==> src/rtl/stump_sequencer.sv <==
// stump_sequencer: FETCH/EXECUTE/MEMORY control sequencer for the Stump datapath,
// with branch-condition evaluation and a memory-handshake timeout that halts on bus error.
module stump_sequencer #(
  parameter int TIMEOUT = 15
) (
  input  logic        CLK,
  input  logic        RST,
  input  logic        run,
  input  logic [15:0] ir,
  input  logic [3:0]  cc,
  input  logic        mem_ready,
  output logic [1:0]  state,
  output logic        ir_en,
  output logic        pc_en,
  output logic        reg_write,
  output logic        cc_en,
  output logic        mem_req,
  output logic        mem_write,
  output logic        branch_taken,
  output logic        halted,
  output logic        bus_error
);
  typedef enum logic [1:0] {FETCH = 2'b00, EXEC = 2'b01, MEM = 2'b10, HALT = 2'b11} state_t;
  state_t cur, nxt;
  logic [7:0] cnt;
  logic [2:0] op;
  logic waiting, tmo, taken;
  logic unused_ir;
  // Conditions come in complementary pairs: bit 0 of the code inverts the base test.
  function automatic logic cond_true(input logic [3:0] code, input logic [3:0] f);
    logic n, z, v, c, t;
    {n, z, v, c} = f;
    case (code[3:1])
      3'd0: t = 1'b1;
      3'd1: t = ~(c | z);
      3'd2: t = ~c;
      3'd3: t = ~z;
      3'd4: t = ~v;
      3'd5: t = ~n;
      3'd6: t = (n == v);
      default: t = ~z & (n == v);
    endcase
    return t ^ code[0];
  endfunction
  assign op = ir[15:13];
  assign unused_ir = ^{ir[12], ir[7:0]};
  assign state = cur;
  assign halted = (cur == HALT);
  assign taken = cond_true(ir[11:8], cc);
  assign waiting = (cur == FETCH) || (cur == MEM);
  assign tmo = waiting && !mem_ready && (cnt == 8'(TIMEOUT - 1));
  always_ff @(posedge CLK or posedge RST) begin
    if (RST) begin
      cur <= HALT;
      cnt <= 8'd0;
      bus_error <= 1'b0;
    end else begin
      cur <= nxt;
      cnt <= (nxt != cur || mem_ready || !waiting) ? 8'd0 : cnt + 8'd1;
      bus_error <= bus_error | tmo;
    end
  end
  always_comb begin
    nxt = cur;
    ir_en = 1'b0;
    pc_en = 1'b0;
    reg_write = 1'b0;
    cc_en = 1'b0;
    mem_req = 1'b0;
    mem_write = 1'b0;
    branch_taken = 1'b0;
    case (cur)
      FETCH: begin
        mem_req = 1'b1;
        if (mem_ready) begin
          ir_en = 1'b1;
          pc_en = 1'b1;
          nxt = EXEC;
        end else if (tmo) nxt = HALT;
      end
      EXEC: begin
        if (op == 3'b110) nxt = MEM;
        else begin
          reg_write = (op != 3'b111);
          cc_en = (op != 3'b111) & ir[11];
          branch_taken = (op == 3'b111) & taken;
          pc_en = branch_taken;
          nxt = run ? FETCH : HALT;
        end
      end
      MEM: begin
        mem_req = 1'b1;
        mem_write = ir[11];
        if (mem_ready) begin
          reg_write = ~ir[11];
          nxt = run ? FETCH : HALT;
        end else if (tmo) nxt = HALT;
      end
      default: nxt = (run && !bus_error) ? FETCH : HALT;
    endcase
  end
endmodule

==> config.mk <==
export PLATFORM = sky130hd
export DESIGN_NAME = stump_sequencer
export DESIGN_NICKNAME = d
export VERILOG_FILES = /design/src/rtl/stump_sequencer.sv
export SDC_FILE = /design/constraint.sdc
export NUM_CORES = 1
export LEC_CHECK = 0
export BUFFER_PORTS_ARGS = -buffer_cell sky130_fd_sc_hd__buf_4
export CAP_MARGIN = 20
export CORE_ASPECT_RATIO = 1.1
export CORE_MARGIN = 8
export CORE_UTILIZATION = 30
export DETAILED_ROUTE_END_ITERATION = 8
export SKIP_CTS_REPAIR_TIMING = 1
export SLEW_MARGIN = 0
export SYNTH_ARGS = -nofsm -noshare
export SYNTH_HDL_FRONTEND = slang
export SYNTH_SLANG_ARGS = --single-unit
==> constraint.sdc <==
create_clock -name CLK -period 6 [get_ports CLK]
set_clock_uncertainty 0.1 [all_clocks]
set_input_delay 0 -clock CLK [delete_from_list [all_inputs] [get_ports CLK]]
set_output_delay 0 -clock CLK [all_outputs]
set_load 0.03 [all_outputs]
==> flow_summary.yaml <==
final_layout:
  fin_area_um2: 1180
  drive_gt1_frac: 0.331
  num-nets-final: 155
  fin_cells: 158
  final_util: 0.396
  area_delta_synth_final_pct: 29.3
  antenna_cells: 0
  multiInputGateArea_um2: 617
  final-seq-area_um2: 278
  fillCellCount: 304
synthesis:
  yosysTopAreaCellShare: 0.248
  synth.avg_cell_area_um2: 9.68
  synth-warning-count: 0
  synth-compound-area-share: 0.179
  synth_edf_count: 0
  synthAdderAreaFrac: 0.0825
  synth.most_common_cell: "dfrtp_1"
  synth_area_um2: 910
  ys_seq_elements: 11
  yosys.area.top_type: "dfrtp_1"
  yosys.area_share.simple: 0.340
  ys_seq_area_frac: 0.305
  synthMuxAreaShare: 0
  synthCells: 94
  synthTopCellsByCount: "dfrtp_1, nor3_1, nand2_1"
  synth_area_leaders: "dfrtp_1, ha_1, dfstp_2"
  netlist-cell-type-count: 39
  async_reset_ff_frac: 1.00
  synthFlopType: "dfrtp_1"
  syn_nets: 124
  synth_top_family_by_area: "simple AND/OR/NAND/NOR gates"
  synth_xor_area_frac: 0.0770
power_and_ir_drop:
  p_comb_frac: 0.655
  power_frac_seq: 0.235
  powerDensity_nw_per_um2: 387
  p_total_mw: 0.455
  p_leak_nw: 0.539
  switching_share: 0.475
  intPower_mw: 0.239
  peakVddDrop_uv: 183
  clock_power_share: 0.110
  p_switching_mw: 0.216
die:
  design.portCount: 35
  fp.dieW_um: 68.5
  fp.dieH_um: 73.8
  rows: 21
  initial_utilization: 0.306
  core_area_um2: 2970
  die-area_um2: 5050
worst_setup_path:
  worstPathArrival_ns: 2.31
  critical_path.cell_chain: "inv_1 -> ha_1 -> and2b_1 -> a211oi_2 -> o21ai_0 -> nand3_1 -> nor3_1"
  r2r_slack_ns: 3.73
  end_kind: "register"
  timing.rr.end: "cnt[7]"
  r2r-start: "state[1]"
  required_ns: 6.04
  path_class: "reg2reg"
  startpoint: "state[1]"
  path_max_fanout: 8
  critPathMaxStageDelay_ns: 0.59
  crit_family: "simple AND/OR/NAND/NOR gates"
  reg2reg_depth: 7
  cpMaxStageDelayCell: "dfstp_2"
  crit_buf_inv: 1
  crit_path_start_kind: "register"
cts:
  cts_inserted_buffers: 3
  clkSinkCount: 11
  root_buffer: "clkbuf_4"
  cts_buffer_depth: 2
  clock_latency_ns: 0.27
  h-tree-depth: 1
  cts_tree: "yes"
  clk_pin_slew_ns: 0.07
timing:
  slew_viol_final: 0
  rsz0062_at_grt: "false"
  post-route-period-util: 0.378
  layout_min_cycle_time_ns: 2.27
  finalHoldViolCount: 0
  setup_viol: 0
  fmax_ghz: 0.440
  final.setup.tns_ns: 0
  worst_pin_slew_ns: 0.416
  finalWorstSetupSlack_ns: 3.73
  holdWs_ns: 0.0677
  maxSlewHeadroom: 0.722
worst_hold_path:
  holdPathStages: 4
  worstHoldEndpoint: "state[0]"
  hold_start: "mem_ready"
  min-delay-path-class: "in2reg"
drt:
  wl_per_cell_um: 12.9
  drtIter0Drc: 18
  drcViolationCount: 0
  vias: 803
  ant_nets: 0
  firstDrtPassIters: 4
  viasPerCell: 5.08
  finalWirelength_mm: 2.04
placed_design:
  dp_cells: 153
  gp_congestion: 0.795
  dp_slack_ns: 3.70
  dp_hpwl_mm: 1.67
  dpl_cell_area_um2: 1140
  portBuffers: 25
grt:
  grt_overflow: 0
  grt_max_degree: 12
  grt_pass1_vias: 846
  groute.usage.overall: 0.0828
  antenna_found_initial: 0
  grt_pass1_wl_mm: 3.40
status:
  status: "complete, no violations"
flow_run:
  maxCapViolCount: 0
## power by group through the flow
| stage | clock, mW | combinational [mW] | sequential [mW] |
|---|---|---|---|
| 6_report | 0.0501 | 0.298 | 0.107 |
| 5_1_grt | 0.0543 | 0.329 | 0.109 |
| 3_5_place_dp | 0 | 0.304 | 0.108 |
| 2_1_floorplan | 0 | 0.205 | 0.119 |
| 4_1_cts | 0.0520 | 0.304 | 0.107 |
| 3_3_place_gp | 0 | 0.299 | 0.108 |
## how the worst max path moves through the flow
stage / to / slack (ns) / cells past startpoint
floorplan: cnt[2] / 3.86 / 7
global placement: cnt[2] / 3.74 / 7
detailed placement: cnt[7] / 3.70 / 7
CTS: cnt[7] / 3.69 / 7
global route: cnt[2] / 3.53 / 7
finish: cnt[7] / 3.73 / 7
## cells in the final DEF, fill, tap and decap left out, types with 2 or more instances in the layout
cell type | netlist | final
nand2_1 | 7 | 7
nor3_1 | 8 | 8
and2_1 | 3 | 3
or2_2 | 2 | 2
xnor2_1 | 4 | 4
nand4_1 | 4 | 4
nand3_1 | 3 | 3
and2b_1 | 2 | 2
nor2_1 | 5 | 5
xor2_1 | 4 | 4
o21ai_0 | 4 | 4
clkbuf_4 | 0 | 3
dfstp_2 | 2 | 2
inv_1 | 4 | 4
dfrtp_1 | 9 | 9
ha_1 | 6 | 6
and3_1 | 2 | 2
buf_4 | 0 | 25
and4b_1 | 2 | 2
nor3_4 | 2 | 2
## worst min-delay path: stages
cell and delay [ns]:
buf_4 0.11, o32a_1 0.15, nor2_1 0.04, nor2_1 0.09
## per-layer routing
layer	routed length (um)	share of wire	up-vias	track usage
met5	0	0	-	0
met3	245	0.12	2	0.0198
met1	879	0.43	368	0.0948
met4	19	0.0093	0	0.0273
met2	893	0.44	28	0.144
li1	-	-	405	-
## cells by family (layout without fill, tap and decap cells)
logic type	after synthesis	in the layout
AND/OR/NAND/NOR	49	49
AO/OA/AOI/OAI	16	16
flip-flops	11	11
XOR/XNOR	8	8
adder cells (fa/ha/maj)	6	6
buffers and inverters	4	34
## cell type report
| cell class | instances | share of cell area |
|---|---|---|
| Clock buffer | 4 | 0.0223 |
| Sequential cell | 11 | 0.236 |
| Tap cell | 34 | 0.0362 |
| Timing Repair Buffer | 26 | 0.168 |
| Multi-Input combinational cell | 79 | 0.524 |
| Inverter | 4 | 0.0128 |
## sequential cells by signal, indices dropped and copies added (netlist names)
name and cells:
cnt 8, state 2, bus_error 1
No activity file was read; power rests on OpenSTA's default activity.
